File: config.mk
export PLATFORM = sky130hd
export DESIGN_NAME = divide_unit_flat
export DESIGN_NICKNAME = d
export VERILOG_FILES = /design/src/rtl/arith_pkg.sv /design/src/rtl/divide_unit_if.sv /design/src/rtl/div_step.sv /design/src/rtl/divide_unit.sv /design/src/flat_wrapper.sv
export SDC_FILE = /design/constraint.sdc
export NUM_CORES = 1
export LEC_CHECK = 0
export CAP_MARGIN = 20
export CELL_PAD_IN_SITES_DETAIL_PLACEMENT = 0
export CELL_PAD_IN_SITES_GLOBAL_PLACEMENT = 1
export CORE_UTILIZATION = 36
export CTS_CLUSTER_SIZE = 40
export DETAILED_ROUTE_END_ITERATION = 7
export PLACE_DENSITY_LB_ADDON = 0.1
export SYNTH_ARGS = -nofsm -noshare
export SYNTH_HDL_FRONTEND = slang
export SYNTH_SLANG_ARGS = --single-unit
export TNS_END_PERCENT = 30
File: constraint.sdc
create_clock -name clk -period 2.6 [get_ports clk]
set_input_delay 0.65 -clock clk [delete_from_list [all_inputs] [get_ports clk]]
set_output_delay 0.65 -clock clk [all_outputs]
set_load 0.005 [all_outputs]
File: src/rtl/arith_pkg.sv
// Shared sign-magnitude definitions for the lane's arithmetic units.
package arith_pkg;

  typedef enum logic [1:0] {
    IDLE = 2'd0,
    CALC = 2'd1,
    DONE = 2'd2
  } state_t;

  localparam int SM_W       = 16;
  localparam int SM_SIGN    = SM_W - 1;
  localparam int SM_MAG_MSB = SM_W - 2;

  function automatic logic sm_sign(input logic [SM_W-1:0] v);
    return v[SM_SIGN];
  endfunction

  function automatic logic [SM_MAG_MSB:0] sm_mag(input logic [SM_W-1:0] v);
    return v[SM_MAG_MSB:0];
  endfunction

endpackage

File: src/rtl/divide_unit_if.sv
// Issue-side start/done handshake and operand/result bus of the divider.
interface divide_unit_if #(
  parameter int N = 32
);
  logic         start;
  logic [N-1:0] a;
  logic [N-1:0] b;
  logic         busy;
  logic         done;
  logic [N-1:0] c;
  logic         cout;
  logic         zero;
  logic         overflow;
  logic         neg;

  modport master (
    output start, a, b,
    input  busy, done, c, cout, zero, overflow, neg
  );

  modport slave (
    input  start, a, b,
    output busy, done, c, cout, zero, overflow, neg
  );
endinterface

File: src/rtl/div_step.sv
// One restoring-division step: shift in a dividend bit, trial-subtract, restore.
module div_step
  import arith_pkg::*;
#(
  parameter int MAG_W = SM_MAG_MSB + 1
) (
  input  logic [MAG_W-1:0] rem_i,
  input  logic             msb_i,
  input  logic [MAG_W-1:0] div_i,
  output logic [MAG_W-1:0] next_rem_o,
  output logic             q_bit_o
);
  logic [MAG_W:0] shifted;
  logic [MAG_W:0] diff;

  assign shifted = {rem_i, msb_i};
  assign diff    = shifted - {1'b0, div_i};

  // rem_i < div_i always holds, so the borrow bit alone tells whether the trial fits
  assign q_bit_o    = ~diff[MAG_W];
  assign next_rem_o = q_bit_o ? diff[MAG_W-1:0] : shifted[MAG_W-1:0];
endmodule

File: src/rtl/divide_unit.sv
// Iterative sign-magnitude divider, one quotient bit per clock.
// Build option DIVIDE_REMAINDER_EN packs the signed remainder into c[N-1:W].
module divide_unit
  import arith_pkg::*;
#(
  parameter int N = 32,
  parameter int W = SM_W
) (
  input logic          clk,
  input logic          rst_n,
  divide_unit_if.slave bus
);
  localparam int MAG_W = W - 1;
  localparam int CNT_W = $clog2(W);

  state_t           state_q, state_d;
  logic [CNT_W-1:0] cnt_q, cnt_d;
  logic [MAG_W-1:0] dvd_q, dvd_d;
  logic [MAG_W-1:0] div_q, div_d;
  logic [MAG_W-1:0] rem_q, rem_d;
  logic             sign_q, sign_d;
  logic [N-1:0]     c_q, c_d;
  logic             cout_q, cout_d, zero_q, zero_d;
  logic             ovf_q, ovf_d, neg_q, neg_d, done_q, done_d;
`ifdef DIVIDE_REMAINDER_EN
  logic             dsign_q, dsign_d;
`endif
  logic [MAG_W-1:0] step_rem;
  logic             step_q;
  logic [MAG_W-1:0] mag;
  logic             unused_hi;

  assign unused_hi = ^{bus.a[N-1:W], bus.b[N-1:W]};

  div_step #(.MAG_W(MAG_W)) u_step (
    .rem_i      (rem_q),
    .msb_i      (dvd_q[MAG_W-1]),
    .div_i      (div_q),
    .next_rem_o (step_rem),
    .q_bit_o    (step_q)
  );

  always_comb begin
    state_d = state_q;
    cnt_d   = cnt_q;
    dvd_d   = dvd_q;
    div_d   = div_q;
    rem_d   = rem_q;
    sign_d  = sign_q;
    c_d     = c_q;
    cout_d  = cout_q;
    zero_d  = zero_q;
    ovf_d   = ovf_q;
    neg_d   = neg_q;
    done_d  = 1'b0;
    mag     = '0;
`ifdef DIVIDE_REMAINDER_EN
    dsign_d = dsign_q;
`endif
    unique case (state_q)
      IDLE: begin
        if (bus.start) begin
          dvd_d  = sm_mag(bus.a[W-1:0]);
          div_d  = sm_mag(bus.b[W-1:0]);
          rem_d  = '0;
          sign_d = sm_sign(bus.a[W-1:0]) ^ sm_sign(bus.b[W-1:0]);
`ifdef DIVIDE_REMAINDER_EN
          dsign_d = sm_sign(bus.a[W-1:0]);
`endif
          cnt_d   = CNT_W'(W - 1);
          state_d = (sm_mag(bus.b[W-1:0]) == '0) ? DONE : CALC;
        end
      end
      CALC: begin
        rem_d = step_rem;
        dvd_d = {dvd_q[MAG_W-2:0], step_q};
        cnt_d = cnt_q - CNT_W'(1);
        if (cnt_q == CNT_W'(1)) state_d = DONE;
      end
      DONE: begin
        done_d  = 1'b1;
        state_d = IDLE;
        ovf_d   = (div_q == '0);
        mag     = ovf_d ? '1 : dvd_q;
        cout_d  = !ovf_d && (rem_q != '0);
        zero_d  = (mag == '0);
        neg_d   = sign_q && (mag != '0);
        c_d          = '0;
        c_d[MAG_W-1:0] = mag;
        c_d[W-1]     = neg_d;
`ifdef DIVIDE_REMAINDER_EN
        c_d[W+MAG_W-1:W] = rem_q;
        c_d[N-1]         = dsign_q && (rem_q != '0);
`endif
      end
      default: state_d = IDLE;
    endcase
  end

  always_ff @(posedge clk or negedge rst_n) begin
    if (!rst_n) begin
      state_q <= IDLE;
      cnt_q   <= '0;
      dvd_q   <= '0;
      div_q   <= '0;
      rem_q   <= '0;
      sign_q  <= 1'b0;
      c_q     <= '0;
      cout_q  <= 1'b0;
      zero_q  <= 1'b0;
      ovf_q   <= 1'b0;
      neg_q   <= 1'b0;
      done_q  <= 1'b0;
`ifdef DIVIDE_REMAINDER_EN
      dsign_q <= 1'b0;
`endif
    end else begin
      state_q <= state_d;
      cnt_q   <= cnt_d;
      dvd_q   <= dvd_d;
      div_q   <= div_d;
      rem_q   <= rem_d;
      sign_q  <= sign_d;
      c_q     <= c_d;
      cout_q  <= cout_d;
      zero_q  <= zero_d;
      ovf_q   <= ovf_d;
      neg_q   <= neg_d;
      done_q  <= done_d;
`ifdef DIVIDE_REMAINDER_EN
      dsign_q <= dsign_d;
`endif
    end
  end

  assign bus.busy     = (state_q != IDLE);
  assign bus.done     = done_q;
  assign bus.c        = c_q;
  assign bus.cout     = cout_q;
  assign bus.zero     = zero_q;
  assign bus.overflow = ovf_q;
  assign bus.neg      = neg_q;
endmodule

File: src/flat_wrapper.sv
// flat-port wrapper written by rule: the top's interface ports become plain ports
module divide_unit_flat import arith_pkg::*;
#(
  parameter int N = 32,
  parameter int W = SM_W
)
  (clk, rst_n, bus_start, bus_a, bus_b, bus_busy, bus_done, bus_c, bus_cout, bus_zero, bus_overflow, bus_neg);
  divide_unit_if #(.N(N)) bus_i ();
  input logic clk;
  input logic rst_n;
  input wire logic [$bits(bus_i.start)-1:0] bus_start;
  input wire logic [$bits(bus_i.a)-1:0] bus_a;
  input wire logic [$bits(bus_i.b)-1:0] bus_b;
  output wire logic [$bits(bus_i.busy)-1:0] bus_busy;
  output wire logic [$bits(bus_i.done)-1:0] bus_done;
  output wire logic [$bits(bus_i.c)-1:0] bus_c;
  output wire logic [$bits(bus_i.cout)-1:0] bus_cout;
  output wire logic [$bits(bus_i.zero)-1:0] bus_zero;
  output wire logic [$bits(bus_i.overflow)-1:0] bus_overflow;
  output wire logic [$bits(bus_i.neg)-1:0] bus_neg;
  assign bus_i.start = bus_start;
  assign bus_i.a = bus_a;
  assign bus_i.b = bus_b;
  assign bus_busy = bus_i.busy;
  assign bus_done = bus_i.done;
  assign bus_c = bus_i.c;
  assign bus_cout = bus_i.cout;
  assign bus_zero = bus_i.zero;
  assign bus_overflow = bus_i.overflow;
  assign bus_neg = bus_i.neg;
  divide_unit #(.N(N), .W(W)) u_core (.clk(clk), .rst_n(rst_n), .bus(bus_i));
endmodule
==> out/metrics.json, run 1 <==
{
  "run_status": {
    "status": "complete, no violations"
  },
  "global_routing": {
    "global_route.usage.total_pct": 18.0,
    "grt_pass1_vias": 3150,
    "antenna_violations_before_repair": 0,
    "grt_pass1_wl_mm": 16.0,
    "grt_max_degree": 73,
    "grt_remaining_overflow": 0
  },
  "synth": {
    "yosys_most_used_dff": "sky130_fd_sc_hd__dfrtp_1",
    "number_of_synthesized_register_bits": 72,
    "post_synth_num_cell_types": 50,
    "synth-edff-count": 0,
    "synthesis.area_per_instance_um2": 8.82,
    "yosysWarnings": 0,
    "synth_async_sr_flop_share_pct": 100,
    "syn_area_um2": 4010,
    "synth_seq_area_share_pct": 45.0,
    "syn_inst": 454
  },
  "worst_setup_path": {
    "worst_ep_required_time_ns": 2.88,
    "cp-start-kind": "register",
    "reg_to_reg_setup_timing_slack_ns": 0.20,
    "setup.worst_path.class": "register to register",
    "worstPathMaxFanout": 5,
    "timing.rr.end": "u_core.rem_q[10]",
    "timing.reg2reg.worst_path_depth": 8,
    "timing.rr.start": "u_core.rem_q[11]",
    "worst-endpoint-arrival_ns": 2.67,
    "end_kind": "register",
    "crit_path_start": "u_core.rem_q[11]"
  },
  "timing": {
    "final_min_period_over_clock_period_pct": 92.3,
    "setup_viol": 0,
    "clock_skew_ns": 0.0118,
    "timing_hold_violations_final": 0,
    "fin_crit_ns": 2.40,
    "maxClockFrequency_mhz": 417,
    "timing.setup.tns_ns": 0,
    "max_transition_viols_final": 0,
    "grt_setup_unrepaired": "false"
  },
  "clock_tree": {
    "hold_buffers": 0,
    "cts_buffers": 9,
    "clkSinkCount": 72,
    "root_buffer_master": "sky130_fd_sc_hd__clkbuf_8",
    "clock_path_buffers": 2,
    "clock_latency_ns": 0.35,
    "tritoncts_clock_tree": "yes",
    "post_cts.repair.setup_buffers": 0,
    "cts_resized": 0,
    "cts.clk_slew.worst_paths_ns": 0.09,
    "cts_htree_levels": 3
  },
  "route": {
    "first_pass_iters": 4,
    "route.detailed.drc": 0,
    "vias": 3312,
    "drt-wirelength-per-cell_um": 14.9,
    "total_routed_length_mm": 9.77,
    "route.antenna.remaining_nets": 0,
    "drtIter0Drc": 144,
    "vias_per_cell": 5.06
  },
  "floorplan": {
    "dieWidth_um": 107,
    "io-pin-count": 105,
    "core_area_um2": 10800,
    "area_of_the_die_um2": 11600,
    "placementRows": 38,
    "die_h_um": 107,
    "starting_density_of_the_core_pct": 37.0
  },
  "power_and_ir_drop": {
    "power.share.combinational_pct": 58.0,
    "vdd.ir_drop.worst_uv": 868,
    "power_switching_share_pct": 44.0,
    "fin_total_pwr_mw": 7.24,
    "power_density_nw_per_um2": 1480,
    "cell_internal_pwr_mw": 4.06,
    "total_leakage_power_nw": 2.25,
    "total_switching_power_mw": 3.19,
    "power_frac_clock_pct": 12.7,
    "power.sequential.fraction_pct": 29.3
  },
  "worst_hold_path": {
    "hp_class": "input port to async pin"
  },
  "layout": {
    "areaGrowthSynthToFinish_pct": 22.5,
    "finish.net_count": 594,
    "final_layout_size_suffix_gt1_share_pct": 7.20,
    "antenna-diode-count": 0
  },
  "place": {
    "port-buffer-count": 56,
    "detailed_place_hpwl_mm": 7.21,
    "gpl.final_weighted_congestion": 0.839
  },
  "run": {
    "drv.max_cap_violation_count": 0
  }
}
[power by group through the flow]
stage | Sequential [mW] | Combinational, mW | Clock (mW)
3_3_place_gp | 2.13 | 4.11 | 0
3_5_place_dp | 2.14 | 4.16 | 0
2_1_floorplan | 2.01 | 3.07 | 0
5_1_grt | 2.19 | 4.71 | 1.01
4_1_cts | 2.12 | 4.18 | 0.957
6_report | 2.12 | 4.20 | 0.922
[registers in the layout, summed over array words and instances, names as in the netlist]
| signal | cells |
|---|---|
| u_core.bus.c | 15 |
| u_core.div_q | 15 |
| u_core.dvd_q | 15 |
| u_core.rem_q | 15 |
| u_core.cnt_q | 4 |
| u_core.state_q | 2 |
| u_core.bus.cout | 1 |
| u_core.bus.done | 1 |
| u_core.bus.neg | 1 |
| u_core.bus.overflow | 1 |
| u_core.bus.zero | 1 |
| u_core.sign_q | 1 |
[synthesized netlist by cell type, types with 7 or more instances]
| library cell | n | area [um^2] |
|---|---|---|
| sky130_fd_sc_hd__nand2_1 | 93 | 349 |
| sky130_fd_sc_hd__mux2i_1 | 10 | 100 |
| sky130_fd_sc_hd__nor2_1 | 15 | 56.3 |
| sky130_fd_sc_hd__o21ai_0 | 39 | 195 |
| sky130_fd_sc_hd__clkbuf_1 | 17 | 63.8 |
| sky130_fd_sc_hd__buf_4 | 19 | 143 |
| sky130_fd_sc_hd__nand3_1 | 15 | 75.1 |
| sky130_fd_sc_hd__o21ai_1 | 13 | 65.1 |
| sky130_fd_sc_hd__dfrtp_1 | 72 | 1800 |
| sky130_fd_sc_hd__a22oi_1 | 14 | 105 |
| sky130_fd_sc_hd__nor3_1 | 10 | 50.1 |
| sky130_fd_sc_hd__xnor2_1 | 7 | 61.3 |
| sky130_fd_sc_hd__a21oi_1 | 13 | 65.1 |
| sky130_fd_sc_hd__nor4_1 | 11 | 68.8 |
| sky130_fd_sc_hd__inv_1 | 21 | 78.8 |
| sky130_fd_sc_hd__ha_1 | 17 | 213 |
[how the worst max path moves through the flow]
stage,endpoint,slack [ns],cells after the start
2_1_floorplan,u_core.rem_q[10],0.33,8
3_3_place_gp,u_core.rem_q[12],0.19,10
3_5_place_dp,u_core.rem_q[14],0.14,10
4_1_cts,u_core.rem_q[14],0.14,10
5_1_grt,u_core.rem_q[7],0.007,10
6_report,u_core.rem_q[10],0.20,8
[layout make-up]
cell class	instances	area (um^2)
clock buffer	9	124
sequential	72	1800
multi-input combinational	337	1980
timing repair buffer	68	674
clock inverter	7	80.1
tap	140	175
fill	1123	5930
inverter	21	78.8
[stage by stage]
| step | worst slack [ns] | util [%] | area, um^2 | std cells | hold slack, ns |
|---|---|---|---|---|---|
| after floorplan | 0.330 | - | 4060 | 469 | 0.354 |
| after global placement | 0.193 | 43.3 | 4690 | 638 | 0.448 |
| after detailed placement | 0.139 | 43.3 | 4690 | 638 | 0.457 |
| after CTS | 0.137 | 45.2 | 4900 | 654 | 0.328 |
| after global routing | 0.00667 | 45.3 | 4910 | 654 | 0.349 |
| final | 0.201 | 45.3 | 4910 | 654 | 0.311 |
[worst max-delay path, cell delays in order (launching register included)]
cell	delay (ns)
sky130_fd_sc_hd__dfrtp_1	0.43
sky130_fd_sc_hd__ha_1	0.37
sky130_fd_sc_hd__a21o_1	0.25
sky130_fd_sc_hd__a21o_1	0.20
sky130_fd_sc_hd__a21oi_1	0.17
sky130_fd_sc_hd__nand3_2	0.12
sky130_fd_sc_hd__xnor2_2	0.16
sky130_fd_sc_hd__or4_1	0.51
sky130_fd_sc_hd__o21ai_1	0.12
[placed cells by master, fill, tap and decap left out, types with 11 or more instances in the layout]
cell,count
sky130_fd_sc_hd__inv_1,21
sky130_fd_sc_hd__a21oi_1,12
sky130_fd_sc_hd__nand3_1,15
sky130_fd_sc_hd__o21ai_0,39
sky130_fd_sc_hd__nand2_1,93
sky130_fd_sc_hd__clkdlybuf4s50_1,55
sky130_fd_sc_hd__a22oi_1,14
sky130_fd_sc_hd__o21ai_1,13
sky130_fd_sc_hd__conb_1,16
sky130_fd_sc_hd__nor2_1,15
sky130_fd_sc_hd__nor4_1,11
sky130_fd_sc_hd__ha_1,15
sky130_fd_sc_hd__dfrtp_1,72
[logic make-up after synthesis]
| group | after synthesis | share of synthesized area, % |
|---|---|---|
| AND/OR/NAND/NOR | 167 | 18.9 |
| AO/OA/AOI/OAI | 115 | 17.7 |
| flip-flops | 72 | 45.0 |
| buffers and inverters | 60 | 7.43 |
| adder cells (fa/ha/maj) | 18 | 5.81 |
| XOR/XNOR | 11 | 2.59 |
| multiplexers | 10 | 2.50 |
| other | 1 | 0.0936 |
[per-layer routing]
metal	vias to the layer above	wire [um]	track usage [%]
li1	1672	-	-
met1	1553	4610	23.6
met2	73	4630	29.9
met3	14	378	4.00
met4	0	147	4.89
met5	-	0	0
Note: power is estimated with default switching activity, not from simulation.
==> inputs of run 2 (changes only) <==
Settings changed: CORE_UTILIZATION 36 to 23.
==> run 2 against run 1 <==
  * Cell area rose by 5.8%
  * Total power rose by 9.6%
  * Clock-buffer cell count rose by 1
  * Register-to-register slack got worse by 0.097 ns
  * Critical path type unchanged
  * Critical endpoint is now u_core.rem_q[12]
==> out/metrics.json, run 2 (synthesis gave the netlist of run 1 again) <==
{
  "run_status": {
    "status": {"value": "complete, no violations", "change": "unchanged"}
  },
  "floorplan": {
    "core_area": {"value": 16800, "unit": "um^2", "change": "was 10,800 um^2"},
    "die_h": {"value": 134, "unit": "um", "change": "was 107 um"},
    "starting_density_of_the_core": {"value": 23.8, "unit": "%", "change": "was 37.0%"},
    "placementRows": {"value": 47, "change": "was 38"},
    "area_of_the_die": {"value": 18000, "unit": "um^2", "change": "was 11,600 um^2"},
    "io-pin-count": {"value": 105, "change": "unchanged"},
    "dieWidth": {"value": 134, "unit": "um", "change": "was 107 um"}
  },
  "timing": {
    "max_slew.worst_pin.slew_ns": 0.613,
    "setup_viol": {"value": 0, "change": "unchanged"},
    "max_transition_viols_final": {"value": 0, "change": "unchanged"},
    "fin_crit": {"value": 2.50, "unit": "ns", "change": "was 2.40 ns"},
    "maxClockFrequency": {"value": 401, "unit": "MHz", "change": "was 417 MHz"},
    "grt_setup_unrepaired": {"value": "true", "change": "was false"},
    "fin_ws": {"value": 0.104, "unit": "ns", "change": "was 0.201 ns"},
    "clock_skew": {"value": 0.00729, "unit": "ns", "change": "was 0.0118 ns"},
    "headroom_to_the_max_slew_limit_pct": 59.0,
    "final_min_period_over_clock_period": {"value": 96.0, "unit": "%", "change": "was 92.3%"},
    "timing_hold_violations_final": {"value": 0, "change": "unchanged"}
  },
  "clock_tree": {
    "clock_latency": {"value": 0.34, "unit": "ns", "change": "was 0.35 ns"},
    "clkSinkCount": {"value": 72, "change": "unchanged"},
    "cts_htree_levels": {"value": 3, "change": "unchanged"},
    "tritoncts_clock_tree": {"value": "yes", "change": "unchanged"},
    "root_buffer_master": {"value": "sky130_fd_sc_hd__clkbuf_16", "change": "was sky130_fd_sc_hd__clkbuf_8"},
    "clock_path_buffers": {"value": 2, "change": "unchanged"},
    "cts.clk_slew.worst_paths": {"value": 0.06, "unit": "ns", "change": "was 0.09 ns"},
    "cts_buffers": {"value": 9, "change": "unchanged"},
    "hold_buffers": {"value": 0, "change": "unchanged"}
  },
  "worst_setup_path": {
    "worstPathMaxFanout": {"value": 3, "change": "was 5"},
    "reg_to_reg_setup_timing_slack": {"value": 0.10, "unit": "ns", "change": "was 0.20 ns"},
    "crit_path_start": {"value": "u_core.dvd_q[14]", "change": "was u_core.rem_q[11]"},
    "end_kind": {"value": "register", "change": "unchanged"},
    "timing.rr.start": {"value": "u_core.dvd_q[14]", "change": "was u_core.rem_q[11]"},
    "critical_path.max_stage_delay": {"value": 0.40, "unit": "ns", "change": "was 0.51 ns"},
    "timing.reg2reg.worst_path_depth": {"value": 11, "change": "was 8"},
    "setup.worst_path.class": {"value": "register to register", "change": "unchanged"},
    "timing.rr.end": {"value": "u_core.rem_q[12]", "change": "was u_core.rem_q[10]"},
    "worst_ep_required_time": {"value": 2.83, "unit": "ns", "change": "was 2.88 ns"},
    "critPathCapture": {"value": "u_core.rem_q[12]", "change": "was u_core.rem_q[10]"},
    "worst-endpoint-arrival": {"value": 2.72, "unit": "ns", "change": "was 2.67 ns"},
    "cp_slowest_cell": {"value": "sky130_fd_sc_hd__dfrtp_1", "change": "was sky130_fd_sc_hd__or4_1"},
    "cp_cell_sequence": {"value": "inv_1 > ha_1 > fa_1 > nor2b_1 > o211ai_1 > a21oi_2 > buf_4 > o31a_1 > or3_1 > nand3_1 > o21ai_1", "change": "was ha_1 > a21o_1 > a21o_1 > a21oi_1 > nand3_2 > xnor2_2 > or4_1 > o21ai_1"},
    "cp-start-kind": {"value": "register", "change": "unchanged"}
  },
  "run": {
    "drv.max_cap_violation_count": {"value": 0, "change": "unchanged"}
  },
  "layout": {
    "n_fill_cell": {"value": 1815, "change": "was 1,123"},
    "mostFrequentLayoutCells": {"value": "sky130_fd_sc_hd__nand2_1, sky130_fd_sc_hd__dfrtp_1, sky130_fd_sc_hd__clkdlybuf4s50_1, sky130_fd_sc_hd__o21ai_0, sky130_fd_sc_hd__buf_4", "change": "was sky130_fd_sc_hd__nand2_1, sky130_fd_sc_hd__dfrtp_1, sky130_fd_sc_hd__clkdlybuf4s50_1, sky130_fd_sc_hd__o21ai_0, sky130_fd_sc_hd__inv_1"},
    "areaGrowthSynthToFinish": {"value": 29.7, "unit": "%", "change": "was 22.5%"},
    "seq_area": {"value": 1800, "unit": "um^2", "change": "unchanged"},
    "area_used_by_multi_input_combinational_logic": {"value": 1980, "unit": "um^2", "change": "about the same"},
    "most_frequent_standard_cell_in_the_layout_excluding_fill_and_tap_cells": {"value": "sky130_fd_sc_hd__nand2_1", "change": "unchanged"},
    "layout.cells.non_filler": {"value": 745, "change": "was 654"},
    "final_layout_size_suffix_gt1_share": {"value": 8.95, "unit": "%", "change": "was 7.20%"},
    "finish.net_count": {"value": 606, "change": "was 594"},
    "antenna-diode-count": {"value": 0, "change": "unchanged"}
  },
  "place": {
    "placed_cells": {"value": 728, "change": "was 638"},
    "gpl.final_weighted_congestion": {"value": 0.765, "change": "was 0.839"},
    "pre_cts_ws": {"value": 0.0314, "unit": "ns", "change": "was 0.139 ns"},
    "port-buffer-count": {"value": 56, "change": "unchanged"},
    "detailed_place_hpwl": {"value": 8.54, "unit": "mm", "change": "was 7.21 mm"}
  },
  "power_and_ir_drop": {
    "fin_total_pwr": {"value": 7.94, "unit": "mW", "change": "was 7.24 mW"},
    "total_leakage_power": {"value": 2.35, "unit": "nW", "change": "was 2.25 nW"},
    "power_density": {"value": 1530, "unit": "nW/um^2", "change": "was 1480 nW/um^2"},
    "vdd.ir_drop.worst": {"value": 572, "unit": "uV", "change": "was 868 uV"}
  },
  "route": {
    "route.antenna.remaining_nets": {"value": 0, "change": "unchanged"},
    "total_routed_length": {"value": 11.5, "unit": "mm", "change": "was 9.77 mm"},
    "vias": {"value": 3347, "change": "was 3,312"},
    "vias_per_cell": {"value": 4.49, "change": "was 5.06"},
    "drtIter0Drc": {"value": 128, "change": "was 144"},
    "first_pass_iters": {"value": 4, "change": "unchanged"},
    "route.detailed.drc": {"value": 0, "change": "unchanged"},
    "drt-wirelength-per-cell": {"value": 15.5, "unit": "um", "change": "was 14.9 um"}
  },
  "global_routing": {
    "antenna_violations_before_repair": {"value": 0, "change": "unchanged"},
    "global_route.usage.total": {"value": 13.5, "unit": "%", "change": "was 18.0%"},
    "grt_pass1_wl": {"value": 18.4, "unit": "mm", "change": "was 16.0 mm"},
    "grt_remaining_overflow": {"value": 0, "change": "unchanged"},
    "grt_max_degree": {"value": 38, "change": "was 73"},
    "grt_pass1_vias": {"value": 3213, "change": "was 3,150"}
  },
  "worst_hold_path": {
    "hp_class": {"value": "input port to async pin", "change": "unchanged"}
  }
}
==> run 2: where the power goes <==
group | leakage [nW] | internal [mW] | total (mW) | switching (mW)
sequential | 0.896 | 1.67 | 2.10 | 0.431
clock | 0.149 | 0.837 | 1.34 | 0.500
combinational | 1.31 | 2.08 | 4.50 | 2.42
==> run 2: worst min-delay path by stage <==
stage / to / slack, ns / cells past startpoint
floorplan: u_core.bus.c[0] / 0.35 / 0
global placement: u_core.bus.c[8] / 0.45 / 2
detailed placement: u_core.bus.c[8] / 0.46 / 2
CTS: u_core.dvd_q[11] / 0.29 / 1
global route: u_core.dvd_q[11] / 0.31 / 1
finish: u_core.dvd_q[11] / 0.28 / 1
==> run 2: per-layer routing <==
metal	vias up	global-route usage (%)	share of wire [%]
li1	1694	-	-
met1	1572	18.8	49
met2	69	21.0	47
met3	12	3.06	3.5
met4	0	3.22	1.2
met5	-	0	0
==> run 2: cell type report <==
class / count / area share (%)
Sequential cell: 72 / 34.7
Tap cell: 220 / 5.30
Clock inverter: 5 / 1.57
Multi-Input combinational cell: 337 / 38.1
Clock buffer: 10 / 4.41
Inverter: 21 / 1.52
Timing Repair Buffer: 80 / 14.4
==> run 2: per-stage QoR <==
step / area, um^2 / hold WS (ns) / TNS, ns / utilization, %
finish: 5200 / 0.279 / 0 / 30.9
floorplan: 4060 / 0.354 / 0 / -
CTS: 5170 / 0.293 / 0 / 30.8
global placement: 4860 / 0.451 / 0 / 28.9
detailed placement: 4860 / 0.457 / 0 / 28.9
global route: 5200 / 0.309 / -0.0663 / 30.9
==> run 2: worst max-delay path, delay by kind of cell, from the launching register on <==
kind                     cells  cell delay (ns)
AO/OA/AOI/OAI                4             0.84
adder cells (fa/ha/maj)      2             0.43
buffers and inverters        2             0.25
flip-flops                   1             0.40
AND/OR/NAND/NOR              3             0.47
==> run 2: what timing repair did <==
| action | CTS | global route |
|---|---|---|
| endpoints found under the setup margin | 1 | 3 |
| pin swaps | 0 | 1 |
| buffers inserted | 0 | 2 |
| gates resized for setup | 1 | 2 |
==> inputs of run 3 (changes only) <==
Settings changed: CAP_MARGIN 20 to 0, SYNTH_HIERARCHICAL set to 1.
==> run 3 against run 2 <==
  * Clock skew is 0.0028 ns higher
  * Global-route usage up 0.26 points
  * Sequential power barely moved
  * Register-to-register slack lost 0.10 ns
  * Maximum frequency shrank 3.9%
  * Sequential cell count unchanged
  * Hold slack got worse by 0.038 ns
  * Clock power decreased by 9%
  * Die area rose by 5.4%
==> out/metrics.json, run 3 <==
{
  "timing": {
    "timing.setup.tns": {"value": 0, "unit": "ns", "change": "unchanged"},
    "timing_hold_violations_final": {"value": 0, "change": "unchanged"},
    "fin_crit": {"value": 2.60, "unit": "ns", "change": "was 2.50 ns"},
    "final_min_period_over_clock_period": {"value": 99.9, "unit": "%", "change": "was 96.0%"},
    "setup_viol": {"value": 0, "change": "unchanged"},
    "grt_setup_unrepaired": {"value": "true", "change": "unchanged"},
    "clock_skew": {"value": 0.0101, "unit": "ns", "change": "was 0.00729 ns"},
    "maxClockFrequency": {"value": 385, "unit": "MHz", "change": "was 401 MHz"},
    "max_transition_viols_final": {"value": 0, "change": "unchanged"}
  },
  "floorplan": {
    "area_of_the_die": {"value": 18900, "unit": "um^2", "change": "was 18,000 um^2"},
    "io-pin-count": {"value": 105, "change": "unchanged"},
    "core_area": {"value": 18000, "unit": "um^2", "change": "was 16,800 um^2"},
    "starting_density_of_the_core": {"value": 23.5, "unit": "%", "change": "was 23.8%"},
    "dieWidth": {"value": 138, "unit": "um", "change": "was 134 um"},
    "die_h": {"value": 138, "unit": "um", "change": "was 134 um"},
    "placementRows": {"value": 49, "change": "was 47"}
  },
  "worst_setup_path": {
    "cp_slowest_cell": {"value": "sky130_fd_sc_hd__dfrtp_1", "change": "unchanged"},
    "worst_ep_required_time": {"value": 2.82, "unit": "ns", "change": "was 2.83 ns"},
    "setup.worst_path.class": {"value": "register to register", "change": "unchanged"},
    "critical_path.max_stage_delay": {"value": 0.39, "unit": "ns", "change": "was 0.40 ns"},
    "cp_cell_sequence": {"value": "inv_2 > ha_4 > inv_2 > fa_2 > a21o_4 > a311o_1 > nand3_2 > mux2i_2 > a311oi_2 > mux2_4 > a22o_1", "change": "was inv_1 > ha_1 > fa_1 > nor2b_1 > o211ai_1 > a21oi_2 > buf_4 > o31a_1 > or3_1 > nand3_1 > o21ai_1"},
    "cp_top_family": {"value": "compound AO/OA/AOI/OAI gates", "change": "unchanged"},
    "timing.rr.start": {"value": "u_core/dvd_q[14]", "change": "was u_core.dvd_q[14]"},
    "worstPathMaxFanout": {"value": 3, "change": "unchanged"},
    "end_kind": {"value": "register", "change": "unchanged"},
    "cp_num_buf_inv": {"value": 2, "change": "unchanged"},
    "timing.rr.end": {"value": "u_core/rem_q[14]", "change": "was u_core.rem_q[12]"},
    "worst-endpoint-arrival": {"value": 2.82, "unit": "ns", "change": "was 2.72 ns"},
    "cp-start-kind": {"value": "register", "change": "unchanged"},
    "timing.reg2reg.worst_path_depth": {"value": 11, "change": "unchanged"},
    "critical-path-top-cell-by-count": "sky130_fd_sc_hd__inv_2",
    "reg_to_reg_setup_timing_slack": {"value": 0.002, "unit": "ns", "change": "was 0.10 ns"}
  },
  "power_and_ir_drop": {
    "total_switching_power": {"value": 3.71, "unit": "mW", "change": "was 3.35 mW"},
    "vdd.ir_drop.worst": {"value": 546, "unit": "uV", "change": "was 572 uV"},
    "power_frac_clock": {"value": 12.9, "unit": "%", "change": "was 16.8%"},
    "fin_total_pwr": {"value": 9.45, "unit": "mW", "change": "was 7.94 mW"},
    "total_leakage_power": {"value": 2.67, "unit": "nW", "change": "was 2.35 nW"},
    "power_density": {"value": 1620, "unit": "nW/um^2", "change": "was 1530 nW/um^2"},
    "cell_internal_pwr": {"value": 5.73, "unit": "mW", "change": "was 4.59 mW"},
    "power.share.combinational": {"value": 64.8, "unit": "%", "change": "was 56.6%"},
    "power.sequential.fraction": {"value": 22.3, "unit": "%", "change": "was 26.5%"},
    "power_switching_share": {"value": 39.3, "unit": "%", "change": "was 42.2%"}
  },
  "synth": {
    "synthesis.area_per_instance": {"value": 9.27, "unit": "um^2", "change": "was 8.82 um^2"},
    "post_synth_and_or_nand_nor_area_fraction": {"value": 16.6, "unit": "%", "change": "was 18.9%"},
    "synth_xor_area_share": {"value": 3.29, "unit": "%", "change": "was 2.59%"},
    "synth_mux_area_share": {"value": 5.39, "unit": "%", "change": "was 2.50%"},
    "post_synth_num_cell_types": {"value": 59, "change": "was 50"},
    "yosys.area.top_type_share": {"value": 42.6, "unit": "%", "change": "was 45.0%"},
    "yosys_most_used_dff": {"value": "sky130_fd_sc_hd__dfrtp_1", "change": "unchanged"},
    "post_synth_most_frequent_cells": {"value": "sky130_fd_sc_hd__nand2_1, sky130_fd_sc_hd__dfrtp_1, sky130_fd_sc_hd__o21ai_1", "change": "was sky130_fd_sc_hd__nand2_1, sky130_fd_sc_hd__dfrtp_1, sky130_fd_sc_hd__o21ai_0"},
    "synth_async_sr_flop_share": {"value": 100, "unit": "%", "change": "unchanged"},
    "syn_area": {"value": 4230, "unit": "um^2", "change": "was 4010 um^2"},
    "synth-compound-area-share": {"value": 18.2, "unit": "%", "change": "was 17.7%"},
    "ys_top_cells_by_area": {"value": "sky130_fd_sc_hd__dfrtp_1, sky130_fd_sc_hd__nand2_1, sky130_fd_sc_hd__ha_1", "change": "unchanged"},
    "netlist.top_cell.by_area": {"value": "sky130_fd_sc_hd__dfrtp_1", "change": "unchanged"},
    "adder_and_majority_gate_portion_of_the_synthesized_area": {"value": 5.51, "unit": "%", "change": "was 5.81%"},
    "number_of_synthesized_register_bits": {"value": 72, "change": "unchanged"},
    "syn_inst": {"value": 456, "change": "was 454"},
    "yosys.cell_count.top_type": {"value": "sky130_fd_sc_hd__nand2_1", "change": "unchanged"},
    "synth_seq_area_share": {"value": 42.6, "unit": "%", "change": "was 45.0%"},
    "synth-edff-count": {"value": 0, "change": "unchanged"},
    "largest_family_of_logic_cells_by_synthesized_area": {"value": "compound AO/OA/AOI/OAI gates", "change": "was simple AND/OR/NAND/NOR gates"},
    "yosysWarnings": {"value": 6, "change": "was 0"}
  },
  "clock_tree": {
    "cts_buffers": {"value": 9, "change": "unchanged"},
    "hold_buffers": {"value": 0, "change": "unchanged"},
    "clock_latency": {"value": 0.35, "unit": "ns", "change": "was 0.34 ns"},
    "clock_path_buffers": {"value": 2, "change": "unchanged"},
    "clkSinkCount": {"value": 72, "change": "unchanged"},
    "root_buffer_master": {"value": "sky130_fd_sc_hd__clkbuf_16", "change": "unchanged"},
    "tritoncts_clock_tree": {"value": "yes", "change": "unchanged"},
    "cts.clk_slew.worst_paths": {"value": 0.07, "unit": "ns", "change": "was 0.06 ns"},
    "cts_htree_levels": {"value": 3, "change": "unchanged"}
  },
  "route": {
    "route.detailed.drc": {"value": 0, "change": "unchanged"},
    "first_pass_iters": {"value": 7, "change": "was 4"},
    "vias": {"value": 3530, "change": "was 3,347"},
    "total_routed_length": {"value": 12.2, "unit": "mm", "change": "was 11.5 mm"},
    "drtIter0Drc": {"value": 157, "change": "was 128"},
    "vias_per_cell": {"value": 4.41, "change": "was 4.49"},
    "route.antenna.remaining_nets": {"value": 0, "change": "unchanged"},
    "drt-wirelength-per-cell": {"value": 15.2, "unit": "um", "change": "was 15.5 um"}
  },
  "layout": {
    "finish.net_count": {"value": 651, "change": "was 606"},
    "mostFrequentLayoutCells": {"value": "sky130_fd_sc_hd__nand2_1, sky130_fd_sc_hd__dfrtp_1, sky130_fd_sc_hd__buf_4, sky130_fd_sc_hd__clkdlybuf4s50_1, sky130_fd_sc_hd__o21ai_1", "change": "was sky130_fd_sc_hd__nand2_1, sky130_fd_sc_hd__dfrtp_1, sky130_fd_sc_hd__clkdlybuf4s50_1, sky130_fd_sc_hd__o21ai_0, sky130_fd_sc_hd__buf_4"},
    "final_layout_size_suffix_gt1_share": {"value": 23.5, "unit": "%", "change": "was 8.95%"},
    "area_used_by_multi_input_combinational_logic": {"value": 2310, "unit": "um^2", "change": "was 1980 um^2"},
    "n_fill_cell": {"value": 1868, "change": "was 1,815"},
    "stdcell_area": {"value": 5840, "unit": "um^2", "change": "was 5200 um^2"},
    "seq_area": {"value": 1800, "unit": "um^2", "change": "unchanged"},
    "antenna-diode-count": {"value": 0, "change": "unchanged"},
    "layout.cells.non_filler": {"value": 800, "change": "was 745"},
    "most_frequent_standard_cell_in_the_layout_excluding_fill_and_tap_cells": {"value": "sky130_fd_sc_hd__nand2_1", "change": "unchanged"},
    "final_util": {"value": 32.5, "unit": "%", "change": "was 30.9%"},
    "areaGrowthSynthToFinish": {"value": 38.2, "unit": "%", "change": "was 29.7%"}
  },
  "place": {
    "port-buffer-count": {"value": 56, "change": "unchanged"},
    "placement.cell_area": {"value": 5340, "unit": "um^2", "change": "was 4860 um^2"},
    "placed_cells": {"value": 779, "change": "was 728"},
    "detailed_place_hpwl": {"value": 9.12, "unit": "mm", "change": "was 8.54 mm"},
    "gpl.final_weighted_congestion": {"value": 0.771, "change": "was 0.765"}
  },
  "global_routing": {
    "antenna_violations_before_repair": {"value": 0, "change": "unchanged"},
    "grt_max_degree": {"value": 35, "change": "was 38"},
    "grt_pass1_vias": {"value": 3549, "change": "was 3,213"},
    "global_route.usage.total": {"value": 13.7, "unit": "%", "change": "was 13.5%"},
    "grt_pass1_wl": {"value": 19.4, "unit": "mm", "change": "was 18.4 mm"},
    "grt_remaining_overflow": {"value": 0, "change": "unchanged"}
  },
  "worst_hold_path": {
    "hp_class": {"value": "input port to async pin", "change": "unchanged"}
  },
  "run_status": {
    "status": {"value": "complete, no violations", "change": "unchanged"}
  },
  "run": {
    "drv.max_cap_violation_count": {"value": 0, "change": "unchanged"}
  }
}
## run 3: stage by stage
step	hold slack, ns	setup slack, ns
floorplan	0.354	0.0278
global placement	0.455	-0.0789
detailed placement	0.458	-0.110
CTS	0.241	-0.0197
global route	0.252	-0.105
finish	0.241	0.00181
## run 3: power groups by stage
stage                     logic, mW  clock network [mW]  registers [mW]
final                          6.12                1.22            2.10
after global placement         5.49                   0            2.09
after detailed placement       5.55                   0            2.09
after floorplan                3.66                   0            1.98
after CTS                      5.81                1.27            2.09
after global routing           6.73                1.32            2.18
## run 3: logic make-up after synthesis
| kind of cell | after synthesis |
|---|---|
| simple gates | 159 |
| mux | 18 |
| compound gates | 113 |
| fa+ha+maj | 18 |
| xor+xnor | 15 |
| flops | 72 |
| buf+inv | 60 |
| other cells | 1 |
## run 3: layout make-up
type / count / area share (%)
well taps: 229 / 4.90
flip-flops and latches: 72 / 30.8
repair buffers: 123 / 18.5
clock inverters: 7 / 1.13
clock buffers: 9 / 3.85
inverters: 21 / 1.35
multi-input cells: 339 / 39.5
## run 3: layer usage
layer	share of wire, %	routed length, um	track usage, %
met1	52	6280	19.9
met2	44	5340	20.2
met3	3.1	374	2.13
met4	1.6	193	5.31
met5	0	0	0
## run 3: how the worst max path moves through the flow
stage                     depth (start not counted)              from                to
after global placement                           11  u_core/dvd_q[14]  u_core/rem_q[12]
after floorplan                                  10   u_core/rem_q[3]  u_core/rem_q[10]
after detailed placement                         11  u_core/dvd_q[14]  u_core/rem_q[12]
after CTS                                        11   u_core/div_q[5]  u_core/rem_q[14]
after global routing                             11  u_core/dvd_q[14]  u_core/rem_q[14]
final                                            11  u_core/dvd_q[14]  u_core/rem_q[14]
## run 3: timing repair
action	CTS	global route
buffers inserted	2	3
endpoints found under the setup margin	14	14
resized for setup	9	23
pin swaps	1	11
==> RTL edit 1, RTL diff (config.mk and constraints of run 2) <==
Add a define of `DIVIDE_REMAINDER_EN`.
--- a/src/rtl/divide_unit.sv
+++ b/src/rtl/divide_unit.sv
@@ -1,5 +1,7 @@
 // Iterative sign-magnitude divider, one quotient bit per clock.
 // Build option DIVIDE_REMAINDER_EN packs the signed remainder into c[N-1:W].
+`define DIVIDE_REMAINDER_EN
+
 module divide_unit
   import arith_pkg::*;
 #(
Formal check against the unedited RTL: no difference found for any inputs over 10 cycles, from zero or initial values and one cycle with rst_n low; that may be too few to reach the edited logic, so the function may still have changed.
==> RTL edit 1 against run 2 <==
  * Final area rose by 17%
  * Worst setup slack improved by 88 ps
  * Combinational power rose by 1%
  * Sequential cell count rose by 17
  * Power rose by 9.2%
  * Wire length rose by 14%
  * Cell count rose by 15%
  * Clock power rose by 16%
  * Synthesized area rose by 15%
  * Largest cell class is now sequential cells
==> RTL edit 1: results <==
metrics = {
    "status": {
        "status": "finished clean",
    },
    "grt": {
        "grt_first_pass_wirelength_um": 21100,
        "grt_pass1_vias": 3816,
        "globalRouteTotalUtil_pct": 13.7,
        "number_of_antenna_violations_at_the_first_check_in_global_routing": 0,
        "grt_max_degree": 49,
    },
    "layout": {
        "nets": 675,
        "layout_cells_sized_above_1_pct": 7.90,
        "antenna_cells": 0,
        "largest_register_ffs": 32,
    },
    "yosys": {
        "synthesis.yosys.warnings": 0,
        "synth_fp_nets": 594,
        "seq_area_frac_synth_pct": 48.3,
        "yosys-top-cells-count": "150 x sky130_fd_sc_hd__nand2_1, 89 x sky130_fd_sc_hd__dfrtp_1, 61 x sky130_fd_sc_hd__o21ai_0, 28 x sky130_fd_sc_hd__mux2i_1, 20 x sky130_fd_sc_hd__inv_1",
        "async_set_or_reset_flop_fraction_in_the_synthesized_netlist_pct": 100,
        "synth_cell_types": 47,
        "netlist_top_cells_area": "sky130_fd_sc_hd__dfrtp_1 48%, sky130_fd_sc_hd__nand2_1 12%, sky130_fd_sc_hd__o21ai_0 6.6%, sky130_fd_sc_hd__mux2i_1 6.1%, sky130_fd_sc_hd__ha_1 4.6%",
    },
    "worst_setup_path": {
        "cp_max_fo": 17,
        "timing.critical_path.arrival_ps": 2640,
    },
    "drt": {
        "detailedRoute.firstIterationViolations": 136,
        "drt_first_pass_iters": 4,
        "route.vias.total": 3742,
        "totalWireLength_um": 13200,
    },
    "clock_network": {
        "ctsLongestPathBuffers": 2,
        "tritoncts_buffer_count": 9,
        "clk_root_buffer_cell": "sky130_fd_sc_hd__clkbuf_16",
        "cts.htree.levels": 3,
        "post-cts-setup-buffer-count": 0,
        "ctsResizeCount": 0,
        "clkLatencyLatePin_ps": 340,
    },
    "hold_path": {
        "hp-class": "in2async",
    },
    "place": {
        "dpl.hpwl_um": 9570,
        "port-buffer-count": 72,
        "dpl_worst_slack_ps": 159,
        "replace_congestion": 0.822,
    },
    "power": {
        "peakVddDrop_mv": 0.486,
        "power_leakage_nw": 2.74,
    },
    "timing": {
        "max_freq_ghz": 0.415,
        "final.setup_skew_ps": 7.53,
        "tightest_slew_ps": 569,
    },
}
RTL edit 1: cell families after synthesis:
family | after synthesis | synth area share [%]
AND/OR/NAND/NOR | 208 | 19.6
AO/OA/AOI/OAI | 105 | 12.7
flip-flops | 89 | 48.3
buffers and inverters | 46 | 4.99
multiplexers | 28 | 6.08
adder cells (fa/ha/maj) | 18 | 5.05
XOR/XNOR | 15 | 3.26
RTL edit 1: report_power, final:
group | internal, mW | switching, mW
combinational | 2.23 | 2.32
sequential | 2.04 | 0.517
clock | 0.995 | 0.562
RTL edit 1: per-layer routing:
layer | wire [µm] | vias up | track usage [%]
li1 | - | 1891 | -
met4 | 180 | 0 | 4.87
met1 | 6380 | 1788 | 18.0
met3 | 375 | 10 | 2.03
met2 | 6270 | 53 | 22.7
met5 | 0 | - | 0
RTL edit 1: final timing paths:
check	startpoint	endpoint	slack, ps	cells after the start
max in group asynchronous	rst_n	u_core.dvd_q[2]$_DFFE_PN0P_	1760	2
hold / removal	rst_n	u_core.bus.c[8]$_DFFE_PN0P_	240	1
hold reg to reg	u_core.bus.c[3]$_DFFE_PN0P_	u_core.bus.c[3]$_DFFE_PN0P_	460	2
setup reg to reg	u_core.rem_q[4]$_DFFE_PN0P_	u_core.rem_q[0]$_DFFE_PN0P_	190	9
setup / recovery	u_core.rem_q[4]$_DFFE_PN0P_	u_core.rem_q[0]$_DFFE_PN0P_	190	9
min in group clk	u_core.bus.c[3]$_DFFE_PN0P_	u_core.bus.c[3]$_DFFE_PN0P_	460	2
RTL edit 1: layout make-up:
type                    count  area, µm²
clock buffers              12        256
inverters                  21       78.8
multi-input cells         374       2160
repair buffers             95        936
flip-flops and latches     89       2230
fillers                  2110      13400
clock inverters             4       98.8
well taps                 265        332
RTL edit 1: per-stage QoR:
stage                     instances  hold WS [ps]  cell area (µm²)
final                           860           242             6080
after global routing            860           287             6080
after CTS                       859           261             6070
after detailed placement        843           456             5710
after global placement          843           450             5710
after floorplan                 509           354             4610
RTL edit 1: critical path, cell delays in order (launching register included):
cell	delay (ps)
sky130_fd_sc_hd__dfrtp_1	440
sky130_fd_sc_hd__ha_1	330
sky130_fd_sc_hd__o21ai_0	160
sky130_fd_sc_hd__or2b_2	320
sky130_fd_sc_hd__o211ai_1	150
sky130_fd_sc_hd__o211ai_2	200
sky130_fd_sc_hd__xor2_4	200
sky130_fd_sc_hd__buf_12	180
sky130_fd_sc_hd__mux2i_1	120
sky130_fd_sc_hd__a22o_1	200
==> RTL edit 2, RTL diff (flow settings as in run 2) <==
Made on the original files. Re-encode `state_t` (3 states) as one-hot, 3 bits wide.
--- a/src/rtl/arith_pkg.sv
+++ b/src/rtl/arith_pkg.sv
@@ -1,10 +1,10 @@
 // Shared sign-magnitude definitions for the lane's arithmetic units.
 package arith_pkg;
 
-  typedef enum logic [1:0] {
-    IDLE = 2'd0,
-    CALC = 2'd1,
-    DONE = 2'd2
+  typedef enum logic [2:0] {
+    IDLE = 3'b001,
+    CALC = 3'b010,
+    DONE = 3'b100
   } state_t;
 
   localparam int SM_W       = 16;
Function: same outputs for any inputs over 10 cycles, from zero or initial values and one cycle with rst_n low; not proved beyond that.
==> RTL edit 2 against run 2 <==
  * Synthesized cell count shrank 1.8%
  * Final area grew 2.0%
  * Wire length grew 5.6%
  * Clock skew is essentially flat
  * Synthesized area grew 0.41%
  * Count of clock-buffer cells in the layout grew 1
  * Sequential cell count grew 1
  * Power shrank 9.4%
  * Worst setup slack lost 35 ps
==> RTL edit 2: results <==
metrics = {
    "yosys": {
        "synth_xor_area_share_pct": 3.05,
        "synth-compound-area-share_pct": 16.7,
        "synth_cell_types": 51,
        "seq_area_frac_synth_pct": 45.4,
        "yosys-top-cells-count": "72 x sky130_fd_sc_hd__dfrtp_1, 67 x sky130_fd_sc_hd__nor2_1, 44 x sky130_fd_sc_hd__nand2_1, 30 x sky130_fd_sc_hd__a21oi_1, 24 x sky130_fd_sc_hd__inv_1",
        "synthDominantCellAreaShare_pct": 44.8,
    },
    "worst_setup_path": {
        "worst-r2r-cell-count": 9,
        "r2r-end": "u_core.rem_q[11]$_DFFE_PN0P_",
        "cp_max_fo": 5,
        "worst-r2r-setup-slack_ps": 70,
        "cpMaxStageDelayCell": "sky130_fd_sc_hd__ha_1",
        "critical_path.max_stage_delay_ps": 380,
    },
    "power": {
        "peakVddDrop_mv": 0.373,
        "power_leakage_nw": 2.30,
    },
    "timing": {
        "worst_slack_ps": 69.0,
        "hold-worst-slack_ps": 278,
        "maxSlewHeadroom_pct": 61.5,
        "final.setup_skew_ps": 7.11,
    },
    "grt": {
        "grt_first_pass_wirelength_um": 19400,
        "globalRouteTotalUtil_pct": 14.2,
        "grtUsageMet2_pct": 22.9,
        "grt_max_degree": 41,
        "grt_pass1_vias": 3484,
    },
    "place": {
        "replace_congestion": 0.792,
        "dpl-instance-area_mm2": 0.00496,
        "cell_count_after_placement": 735,
        "dpl_worst_slack_ps": 46.7,
        "dpl.hpwl_um": 9150,
    },
    "drt": {
        "post_drt_via_cell_ratio": 4.44,
        "totalWireLength_um": 12200,
        "drt_first_pass_iters": 6,
        "route.vias.total": 3338,
        "wl_met1_um": 6110,
        "detailedRoute.firstIterationViolations": 122,
        "wl_met3_um": 328,
    },
    "status": {
        "status": "finished clean",
    },
    "clock_network": {
        "ctsResizeCount": 0,
    },
    "layout": {
        "layout_cells_sized_above_1_pct": 11.9,
    },
}
==> RTL edit 2: changes by cell type after synthesis, moves of 4 or more <==
cell and delta:
sky130_fd_sc_hd__nand3_1 -11, sky130_fd_sc_hd__o21ai_0 -16, sky130_fd_sc_hd__xnor2_1 +4, sky130_fd_sc_hd__a22oi_1 -13, sky130_fd_sc_hd__nand2_1 -49, sky130_fd_sc_hd__o22ai_1 +14, sky130_fd_sc_hd__nor2_1 +52, sky130_fd_sc_hd__a21oi_1 +17
==> RTL edit 2: where the power goes <==
part	internal, mW	total, mW	switching [mW]
clock network	0.866	1.36	0.493
registers	1.52	1.86	0.346
logic	1.78	3.97	2.19
total	4.16	7.19	3.03
==> RTL edit 2: layout make-up <==
cell class,instances,area [µm²]
fillers,1812,11500
clock inverters,5,80.1
well taps,220,275
inverters,25,93.8
flip-flops and latches,73,1830
multi-input cells,329,1970
clock buffers,11,243
repair buffers,88,811
